$ cat src/rtl/dmem_arb_pkg.sv
// Shared types for the data-memory arbiter: FSM state and access owner.
package dmem_arb_pkg;

  typedef enum logic [1:0] {IDLE, ACCESS, RD_WAIT} arb_state_t;
  typedef enum logic       {OWN_CPU, OWN_EXT}      arb_owner_t;

endpackage

$ cat src/rtl/dmem_arb_if.sv
// Bundle of the CPU, EXT and data-memory signals around the arbiter.
// slave: arbiter view. master: requesters plus memory macro view.
interface dmem_arb_if #(
  parameter int ADDR_W = 9,
  parameter int DATA_W = 32
) ();
  logic              cpu_req;
  logic              cpu_we;
  logic [ADDR_W-1:0] cpu_addr;
  logic [DATA_W-1:0] cpu_wdata;
  logic [DATA_W-1:0] cpu_rdata;
  logic              cpu_stall;
  logic              ext_req;
  logic              ext_we;
  logic [ADDR_W-1:0] ext_addr;
  logic [DATA_W-1:0] ext_wdata;
  logic [DATA_W-1:0] ext_rdata;
  logic              ext_gnt;
  logic              mem_wr;
  logic              mem_rd;
  logic [ADDR_W-1:0] mem_addr;
  logic [DATA_W-1:0] mem_wr_data;
  logic [DATA_W-1:0] mem_rd_data;

  modport slave (
    input  cpu_req, cpu_we, cpu_addr, cpu_wdata,
    input  ext_req, ext_we, ext_addr, ext_wdata,
    input  mem_rd_data,
    output cpu_rdata, cpu_stall, ext_rdata, ext_gnt,
    output mem_wr, mem_rd, mem_addr, mem_wr_data
  );

  modport master (
    output cpu_req, cpu_we, cpu_addr, cpu_wdata,
    output ext_req, ext_we, ext_addr, ext_wdata,
    output mem_rd_data,
    input  cpu_rdata, cpu_stall, ext_rdata, ext_gnt,
    input  mem_wr, mem_rd, mem_addr, mem_wr_data
  );
endinterface

$ cat src/rtl/dmem_arb_starve_ctr.sv
// EXT starvation counter: counts IDLE arbitrations EXT lost to the CPU,
// saturating at MAX_WAIT; at MAX_WAIT EXT is forced to win the next one.
// Only compiled with DMEM_ARB_STARVE_GUARD_EN.
`ifdef DMEM_ARB_STARVE_GUARD_EN
module dmem_arb_starve_ctr #(
  parameter int MAX_WAIT = 8
) (
  input  logic clk,
  input  logic reset,
  input  logic inc,
  input  logic clr,
  output logic force_grant
);
  localparam int CW = $clog2(MAX_WAIT + 1);

  logic [CW-1:0] cnt_q, cnt_d;

  // clear wins over increment; hold at MAX_WAIT once reached
  always_comb begin
    cnt_d = cnt_q;
    if (clr)
      cnt_d = '0;
    else if (inc && cnt_q != CW'(MAX_WAIT))
      cnt_d = cnt_q + 1'b1;
  end

  // counter register
  always_ff @(posedge clk or negedge reset) begin
    if (!reset) cnt_q <= '0;
    else        cnt_q <= cnt_d;
  end

  assign force_grant = (cnt_q == CW'(MAX_WAIT));
endmodule
`endif

$ cat src/rtl/dmem_arbiter.sv
// Data-memory arbiter: serialises CPU (MEM stage) and EXT (loader/debug)
// accesses to a single-port memory. Write done at T+1, read done at T+2,
// followed by one IDLE bubble. CPU has fixed priority.
// Optional: DMEM_ARB_STARVE_GUARD_EN forces an EXT grant after MAX_WAIT losses.
module dmem_arbiter
  import dmem_arb_pkg::*;
#(
  parameter int ADDR_W   = 9,
  parameter int DATA_W   = 32,
  parameter int MAX_WAIT = 8
) (
  input logic      clk,
  input logic      reset,
  dmem_arb_if.slave bus
);
  if (MAX_WAIT < 1) begin : g_bad_cfg
    $error("dmem_arbiter: MAX_WAIT must be >= 1");
  end

  arb_state_t        state_q, state_d;
  arb_owner_t        owner_q, owner_d;
  logic              mem_wr_q, mem_wr_d;
  logic              mem_rd_q, mem_rd_d;
  logic [ADDR_W-1:0] mem_addr_q, mem_addr_d;
  logic [DATA_W-1:0] mem_wdata_q, mem_wdata_d;
  logic              ext_gnt_q, ext_gnt_d;

  logic is_idle, force_ext, ext_win, cpu_done;

  assign is_idle = (state_q == IDLE);
  assign ext_win = bus.ext_req && (!bus.cpu_req || force_ext);

`ifdef DMEM_ARB_STARVE_GUARD_EN
  dmem_arb_starve_ctr #(.MAX_WAIT(MAX_WAIT)) u_starve (
    .clk         (clk),
    .reset       (reset),
    .inc         (is_idle && bus.cpu_req && bus.ext_req && !force_ext),
    .clr         (is_idle && ext_win),
    .force_grant (force_ext)
  );
`else
  assign force_ext = 1'b0;
`endif

  // next-state: arbitrate in IDLE, strobe in ACCESS, reads wait one more cycle
  always_comb begin
    state_d     = state_q;
    owner_d     = owner_q;
    mem_wr_d    = 1'b0;
    mem_rd_d    = 1'b0;
    mem_addr_d  = mem_addr_q;
    mem_wdata_d = mem_wdata_q;
    ext_gnt_d   = 1'b0;
    unique case (state_q)
      IDLE: begin
        if (ext_win) begin
          state_d     = ACCESS;
          owner_d     = OWN_EXT;
          mem_wr_d    = bus.ext_we;
          mem_rd_d    = !bus.ext_we;
          mem_addr_d  = bus.ext_addr;
          mem_wdata_d = bus.ext_wdata;
          ext_gnt_d   = bus.ext_we;      // EXT write completes in ACCESS
        end else if (bus.cpu_req) begin
          state_d     = ACCESS;
          owner_d     = OWN_CPU;
          mem_wr_d    = bus.cpu_we;
          mem_rd_d    = !bus.cpu_we;
          mem_addr_d  = bus.cpu_addr;
          mem_wdata_d = bus.cpu_wdata;
        end
      end
      ACCESS: begin
        state_d   = mem_rd_q ? RD_WAIT : IDLE;
        ext_gnt_d = mem_rd_q && (owner_q == OWN_EXT);  // EXT read completes in RD_WAIT
      end
      RD_WAIT: state_d = IDLE;
      default: state_d = IDLE;
    endcase
  end

  // state and registered memory/grant outputs; reset drops strobes at once
  always_ff @(posedge clk or negedge reset) begin
    if (!reset) begin
      state_q     <= IDLE;
      owner_q     <= OWN_CPU;
      mem_wr_q    <= 1'b0;
      mem_rd_q    <= 1'b0;
      mem_addr_q  <= '0;
      mem_wdata_q <= '0;
      ext_gnt_q   <= 1'b0;
    end else begin
      state_q     <= state_d;
      owner_q     <= owner_d;
      mem_wr_q    <= mem_wr_d;
      mem_rd_q    <= mem_rd_d;
      mem_addr_q  <= mem_addr_d;
      mem_wdata_q <= mem_wdata_d;
      ext_gnt_q   <= ext_gnt_d;
    end
  end

  // CPU done: write in ACCESS or read in RD_WAIT while it owns the memory
  assign cpu_done = (owner_q == OWN_CPU) &&
                    ((state_q == ACCESS && mem_wr_q) || state_q == RD_WAIT);

  assign bus.cpu_stall   = bus.cpu_req && !cpu_done;
  assign bus.cpu_rdata   = (state_q == RD_WAIT && owner_q == OWN_CPU) ? bus.mem_rd_data : '0;
  assign bus.ext_rdata   = (state_q == RD_WAIT && owner_q == OWN_EXT) ? bus.mem_rd_data : '0;
  assign bus.ext_gnt     = ext_gnt_q;
  assign bus.mem_wr      = mem_wr_q;
  assign bus.mem_rd      = mem_rd_q;
  assign bus.mem_addr    = mem_addr_q;
  assign bus.mem_wr_data = mem_wdata_q;
endmodule

$ cat src/flat_wrapper.sv
// flat-port wrapper written by rule: the top's interface ports become plain ports
module dmem_arbiter_flat import dmem_arb_pkg::*;
#(
  parameter int ADDR_W   = 9,
  parameter int DATA_W   = 32,
  parameter int MAX_WAIT = 8
)
  (clk, reset, bus_cpu_req, bus_cpu_we, bus_cpu_addr, bus_cpu_wdata, bus_ext_req, bus_ext_we, bus_ext_addr, bus_ext_wdata, bus_mem_rd_data, bus_cpu_rdata, bus_cpu_stall, bus_ext_rdata, bus_ext_gnt, bus_mem_wr, bus_mem_rd, bus_mem_addr, bus_mem_wr_data);
  dmem_arb_if #(.ADDR_W(ADDR_W), .DATA_W(DATA_W)) bus_i ();
  input logic clk;
  input logic reset;
  input wire logic [$bits(bus_i.cpu_req)-1:0] bus_cpu_req;
  input wire logic [$bits(bus_i.cpu_we)-1:0] bus_cpu_we;
  input wire logic [$bits(bus_i.cpu_addr)-1:0] bus_cpu_addr;
  input wire logic [$bits(bus_i.cpu_wdata)-1:0] bus_cpu_wdata;
  input wire logic [$bits(bus_i.ext_req)-1:0] bus_ext_req;
  input wire logic [$bits(bus_i.ext_we)-1:0] bus_ext_we;
  input wire logic [$bits(bus_i.ext_addr)-1:0] bus_ext_addr;
  input wire logic [$bits(bus_i.ext_wdata)-1:0] bus_ext_wdata;
  input wire logic [$bits(bus_i.mem_rd_data)-1:0] bus_mem_rd_data;
  output wire logic [$bits(bus_i.cpu_rdata)-1:0] bus_cpu_rdata;
  output wire logic [$bits(bus_i.cpu_stall)-1:0] bus_cpu_stall;
  output wire logic [$bits(bus_i.ext_rdata)-1:0] bus_ext_rdata;
  output wire logic [$bits(bus_i.ext_gnt)-1:0] bus_ext_gnt;
  output wire logic [$bits(bus_i.mem_wr)-1:0] bus_mem_wr;
  output wire logic [$bits(bus_i.mem_rd)-1:0] bus_mem_rd;
  output wire logic [$bits(bus_i.mem_addr)-1:0] bus_mem_addr;
  output wire logic [$bits(bus_i.mem_wr_data)-1:0] bus_mem_wr_data;
  assign bus_i.cpu_req = bus_cpu_req;
  assign bus_i.cpu_we = bus_cpu_we;
  assign bus_i.cpu_addr = bus_cpu_addr;
  assign bus_i.cpu_wdata = bus_cpu_wdata;
  assign bus_i.ext_req = bus_ext_req;
  assign bus_i.ext_we = bus_ext_we;
  assign bus_i.ext_addr = bus_ext_addr;
  assign bus_i.ext_wdata = bus_ext_wdata;
  assign bus_i.mem_rd_data = bus_mem_rd_data;
  assign bus_cpu_rdata = bus_i.cpu_rdata;
  assign bus_cpu_stall = bus_i.cpu_stall;
  assign bus_ext_rdata = bus_i.ext_rdata;
  assign bus_ext_gnt = bus_i.ext_gnt;
  assign bus_mem_wr = bus_i.mem_wr;
  assign bus_mem_rd = bus_i.mem_rd;
  assign bus_mem_addr = bus_i.mem_addr;
  assign bus_mem_wr_data = bus_i.mem_wr_data;
  dmem_arbiter #(.ADDR_W(ADDR_W), .DATA_W(DATA_W), .MAX_WAIT(MAX_WAIT)) u_core (.clk(clk), .reset(reset), .bus(bus_i));
endmodule
$ cat config.mk
export PLATFORM = sky130hd
export DESIGN_NAME = dmem_arbiter_flat
export DESIGN_NICKNAME = d
export VERILOG_FILES = /design/src/rtl/dmem_arb_pkg.sv /design/src/rtl/dmem_arb_if.sv /design/src/rtl/dmem_arb_starve_ctr.sv /design/src/rtl/dmem_arbiter.sv /design/src/flat_wrapper.sv
export SDC_FILE = /design/constraint.sdc
export NUM_CORES = 1
export LEC_CHECK = 0
export ABC_AREA = 1
export BUFFER_PORTS_ARGS = -buffer_cell sky130_fd_sc_hd__buf_4
export CAP_MARGIN = 20
export CORE_MARGIN = 8
export CORE_UTILIZATION = 30
export CTS_CLUSTER_DIAMETER = 40
export DETAILED_ROUTE_END_ITERATION = 10
export HOLD_SLACK_MARGIN = 0.06
export PLACE_DENSITY = 0.67
export SYNTH_ARGS = -nofsm -noshare
export SYNTH_HDL_FRONTEND = slang
export SYNTH_SLANG_ARGS = --single-unit
$ cat constraint.sdc
create_clock -name clk -period 1.2 [get_ports clk]
set_input_delay 0.18 -clock clk [delete_from_list [all_inputs] [get_ports clk]]
set_output_delay 0.18 -clock clk [all_outputs]
set_load 0.1 [all_outputs]
Word-level counts from Yosys, hierarchy flattened
Cells that the tools add are included.

cells by class
  bitwise gates (word level) = 1
  add/subtract/negate cells = 0
  magnitude comparators = 0
  multipliers = 0
  div/mod/pow operators = 0
  shift operators = 0
  equal/unequal tests = 3
  reduce and logical (&&, ||, !) cells = 15
  muxes and demuxes = 20

operator list
  operator                                                         count
  32-bit two-way mux                                               4
  9-bit two-way mux                                                2
  1-bit two-way mux                                                9
  1-bit logical AND                                                7
  2-bit two-way mux                                                3
  1-bit logical NOT                                                4
  2-bit one-hot mux with 2 select lines                            1
  3-bit != test, second input constant                             1
  2-bit by 1-bit == test with 1-bit output, second input constant  1
  2-bit == test, second input constant                             1
  2-bit logical NOT                                                1
  1-bit one-hot mux with 2 select lines                            1
  2-bit AND reduction                                              1
  2-bit nonzero test                                               1
  1-bit logical OR                                                 1
  1-bit NOT                                                        1

word-level totals
  output and inout port bits = 109
  memory bits (writable) = 0
  memories kept = 0
  latch bits = 0
  input bits = 120
  logic and storage cells = 46
  flip-flop bits (word level) = 47
  ROM bits = 0

Depth between registers and ports, before layout
  depth after elaboration = 6
  depth in mapped cells = 7

Least setup slack after synthesis
Ideal clock, no wire load.

  path kind = flip-flop to output port
  from = register u_core.mem_wr_q (netlist: u_core.bus.mem_wr)
  to = output port bus_cpu_stall
  path slack = -1.153 ns
  arrival = 2.173 ns
  cell stages (with the launch flop) = 4
  required time = 1.020 ns
  path through = dfrtp_1 inv_1 nor3_1 nor2_1

on the way
  cells in the longest elaborated chain, start to end = 5

ends and longest elaborated chain
  item                    line                 text
  from (decl)             dmem_arbiter.sv:22   logic mem_wr_q, mem_wr_d;
  from (signal assigned)  dmem_arbiter.sv:95   mem_wr_q <= mem_wr_d;
  1-bit logical AND       dmem_arbiter.sv:105  ((state_q == ACCESS && mem_wr_q) || state_q == RD_WAIT);
  1-bit logical OR        dmem_arbiter.sv:105
  1-bit logical AND       dmem_arbiter.sv:104  assign cpu_done = (owner_q == OWN_CPU) &&
  1-bit logical NOT       dmem_arbiter.sv:107  assign bus.cpu_stall = bus.cpu_req && !cpu_done;
  1-bit logical AND       dmem_arbiter.sv:107
  to (decl)               flat_wrapper.sv:22   output wire logic [$bits(bus_i.cpu_stall)-1:0] bus_cpu_stall;

No other way between the ends.

Worst setup path after layout
  from = register u_core.owner_q
  to = output port bus_cpu_rdata[2]

on the way
  cells in the longest elaborated chain, start to end = 3

ends and longest elaborated chain
  item                    line                 text
  from (decl)             dmem_arbiter.sv:21   arb_owner_t owner_q, owner_d;
  from (signal assigned)  dmem_arbiter.sv:94   owner_q <= owner_d;
  1-bit NOT               dmem_arbiter.sv:108  assign bus.cpu_rdata = (state_q == RD_WAIT && owner_q == OWN_CPU) ? bus.mem_rd_data : '0;
  1-bit logical AND       dmem_arbiter.sv:108
  32-bit two-way mux      dmem_arbiter.sv:108
  to (decl)               flat_wrapper.sv:21   output wire logic [$bits(bus_i.cpu_rdata)-1:0] bus_cpu_rdata;

No other way between the ends.

==> flow_metrics.env <==
export IMPL_critPathCaptureType="output pin"
export IMPL_synth_edf_count=0
export IMPL_wirelength_mm=13.6
export IMPL_syn_inst=446
export IMPL_switching_power_mw=9.35
export IMPL_clock_path_buffers=2
export IMPL_crit_arrival_ns=1.59
export IMPL_cp_data_required_time_ns=1.02
export IMPL_layout_drive_gt1_share_pct=59.1
export IMPL_critPathLaunchType="flop"
export IMPL_ir_drop_v=0.00255
export IMPL_cts_tree="yes"
export IMPL_grt_pass1_vias=3904
export IMPL_min_delay_start="bus_cpu_wdata[30]"
export IMPL_clkSinkCount=47
export IMPL_synth_distinct_cells=17
export IMPL_pwr_share_clk_pct=7.2
export IMPL_grt_usage_pct=20.4
export IMPL_wl_per_cell_um=16.7
export IMPL_max_slew_margin_pct=77.4
export IMPL_timing_rr_end="u_core.bus.mem_wr_data[29]"
export IMPL_hold_path_end="u_core.bus.mem_wr_data[30]"
export IMPL_power_frac_comb_pct=74.7
export IMPL_max_clock_freq_ghz=0.565
export IMPL_worst_setup_path_type="reg2out"
export IMPL_power_mw=15.6
export IMPL_r2r_slack_ns=-0.35
export IMPL_setup_viol=112
export IMPL_synth_flop_cell="dfrtp_1"
export IMPL_seqPwrFrac_pct=18.1
export IMPL_vias_per_cell=4.56
export IMPL_yosys_register_bits=47
export IMPL_yosysTopAreaCell="dfrtp_1"
export IMPL_pin_count=229
export IMPL_diodes=0
export IMPL_max_cap_violations=0
export IMPL_areaGrowthSynthToFinish_pct=151
export IMPL_fp_row_count=35
export IMPL_die_y_um=112
export IMPL_skew_ns=0.00930
export IMPL_synth_area_leaders="dfrtp_1 42%, nand2_1 29%, nor2_1 9.3%"
export IMPL_hold_viol_final=0
export IMPL_grt_pass1_wl_mm=21.0
export IMPL_ys_seq_area_share_pct=42.3
export IMPL_hp_class="in2reg"
export IMPL_cellPowerDensity_nw_per_um2=2240
export IMPL_setup_ws_ns=-0.569
export IMPL_critical_path_max_fanout=8
export IMPL_worstMarginPinSlew_ns=0.340
export IMPL_first_iter_violations=159
export IMPL_layout_min_cycle_time_ns=1.77
export IMPL_yosysTopAreaCellShare_pct=42.3
export IMPL_grt_setup_unrepaired="true"
export IMPL_grt_max_degree=32
export IMPL_internal_power_mw=6.25
export IMPL_yosys_warnings=0
export IMPL_ctsHtreeMaxLevel=2
export IMPL_status="finished with violations"
export IMPL_synthArstFlopShare_pct=100
export IMPL_fillers=599
export IMPL_initial_utilization_pct=30.5
export IMPL_rr_startpoint="u_core.state_q[1]"
export IMPL_syn_cell_area_um2=2780
export IMPL_grt_ovfl_total=0
export IMPL_holdPathStages=5
export IMPL_port_buffers=228
export IMPL_cts_buffers=5
export IMPL_p_sw_share_pct=59.9
export IMPL_path_clk_slew_ns=0.08
export IMPL_dieArea_um2=12600
export IMPL_die_x_um=112
export IMPL_placed_cell_area_um2=5300
export IMPL_p_leak_nw=3.58
export IMPL_antenna_found_initial=0
export IMPL_reg2reg_depth=10
export IMPL_clock_latency_ns=0.30
export IMPL_final_cell_mix="173 x buf_4, 162 x nand2_1, 75 x buf_12, 69 x nor2_4, 45 x dfrtp_1"
export IMPL_dp_hpwl_mm=9.36
export IMPL_drc=0
export IMPL_nNetsFinal=826
export IMPL_final_common_cell="buf_4"
export IMPL_design_area_um2=6980
export IMPL_finalCritPeriodShare_pct=147
export IMPL_syn_nets=566
export IMPL_syn_area_per_cell_um2=6.23
export IMPL_vias=3726
export IMPL_core_area_um2=9110
export IMPL_violations="negative setup slack"
export IMPL_drt_pass1_iterations=4
export IMPL_ant_nets=0
export IMPL_gp_congestion=0.808
export IMPL_report_final_slew_viol_count=0
export IMPL_root_buffer="clkbuf_8"
[worst max path at each step]
stage	slack, ns	from	cells past startpoint	to
finish	-0.57	u_core.owner_q	5	bus_cpu_rdata[2]
global route	-0.64	u_core.owner_q	5	bus_cpu_rdata[2]
CTS	-0.52	u_core.owner_q	5	bus_cpu_rdata[31]
detailed placement	-0.30	u_core.state_q[0]	5	bus_cpu_rdata[31]
global placement	-0.25	u_core.state_q[0]	5	bus_cpu_rdata[30]
floorplan	-0.45	u_core.owner_q	3	bus_cpu_rdata[0]
[cell type report]
type                            count  area, µm²  area share [%]
Timing Repair Buffer              280       3300            47.3
Multi-Input combinational cell    333       2100            30.1
Sequential cell                    47       1180            16.9
Inverter                           39        149            2.13
Tap cell                          111        139            1.99
Clock buffer                        5       68.8           0.986
Clock inverter                      2       37.5           0.538
[critical path, stage by stage (launching register included)]
cell	delay (ns)
dfrtp_1	0.41
nand3b_1	0.23
buf_6	0.17
buf_12	0.15
nor2_4	0.14
buf_12	0.19
[state kept, by name, indices dropped and copies added (netlist names)]
signal	flops
u_core.bus.mem_wr_data	32
u_core.bus.mem_addr	9
u_core.state_q	2
u_core.bus.ext_gnt	1
u_core.bus.mem_rd	1
u_core.bus.mem_wr	1
u_core.owner_q	1
[per-stage QoR]
step	setup WS [ns]	instances	setup TNS, ns	hold slack (ns)	utilization [%]
3_5_place_dp	-0.302	784	-18.16	0.0612	58.2
3_3_place_gp	-0.255	784	-15.64	0.0590	58.2
2_1_floorplan	-0.450	446	-26.34	-0.116	-
4_1_cts	-0.520	809	-36.95	0.159	72.6
6_report	-0.569	817	-45.04	0.161	76.6
5_1_grt	-0.641	817	-52.27	0.165	76.6
[kinds of logic after synthesis]
family          after synthesis  share of synthesized area [%]
compound gates                3                          0.675
buf+inv                      66                           9.91
flops                        47                           42.3
simple gates                330                           47.1
[layer usage]
layer,up-vias,routed length [µm],track usage [%]
met5,-,0,0
met2,182,6880,35.6
li1,1851,-,-
met1,1688,5430,23.7
met4,0,46,2.61
met3,5,1280,8.00
[synth_stat cells, types with 3 or more instances]
| master | n |
|---|---|
| clkbuf_1 | 11 |
| nand3_1 | 42 |
| nor2_1 | 69 |
| inv_1 | 38 |
| dfrtp_1 | 47 |
| nand2_1 | 214 |
| buf_4 | 3 |
| buf_2 | 13 |
[repair_timing]
item / CTS / global route
setup endpoints to repair: 108 / 111
pin swaps: 8 / 59
buffers inserted: 10 / 13
resized for setup: 223 / 93
endpoints found under the hold margin: 47 / 0
hold buffers: 1 / 0
gates cloned: 8 / 4
[power groups by stage]
stage / combinational [mW] / sequential, mW / clock (mW)
finish: 11.7 / 2.82 / 1.13
detailed placement: 9.80 / 2.71 / 0
global route: 12.1 / 2.91 / 1.21
CTS: 11.0 / 2.71 / 1.14
global placement: 9.73 / 2.70 / 0
floorplan: 2.32 / 7.61 / 0
Power figures use the tool's default switching activity.
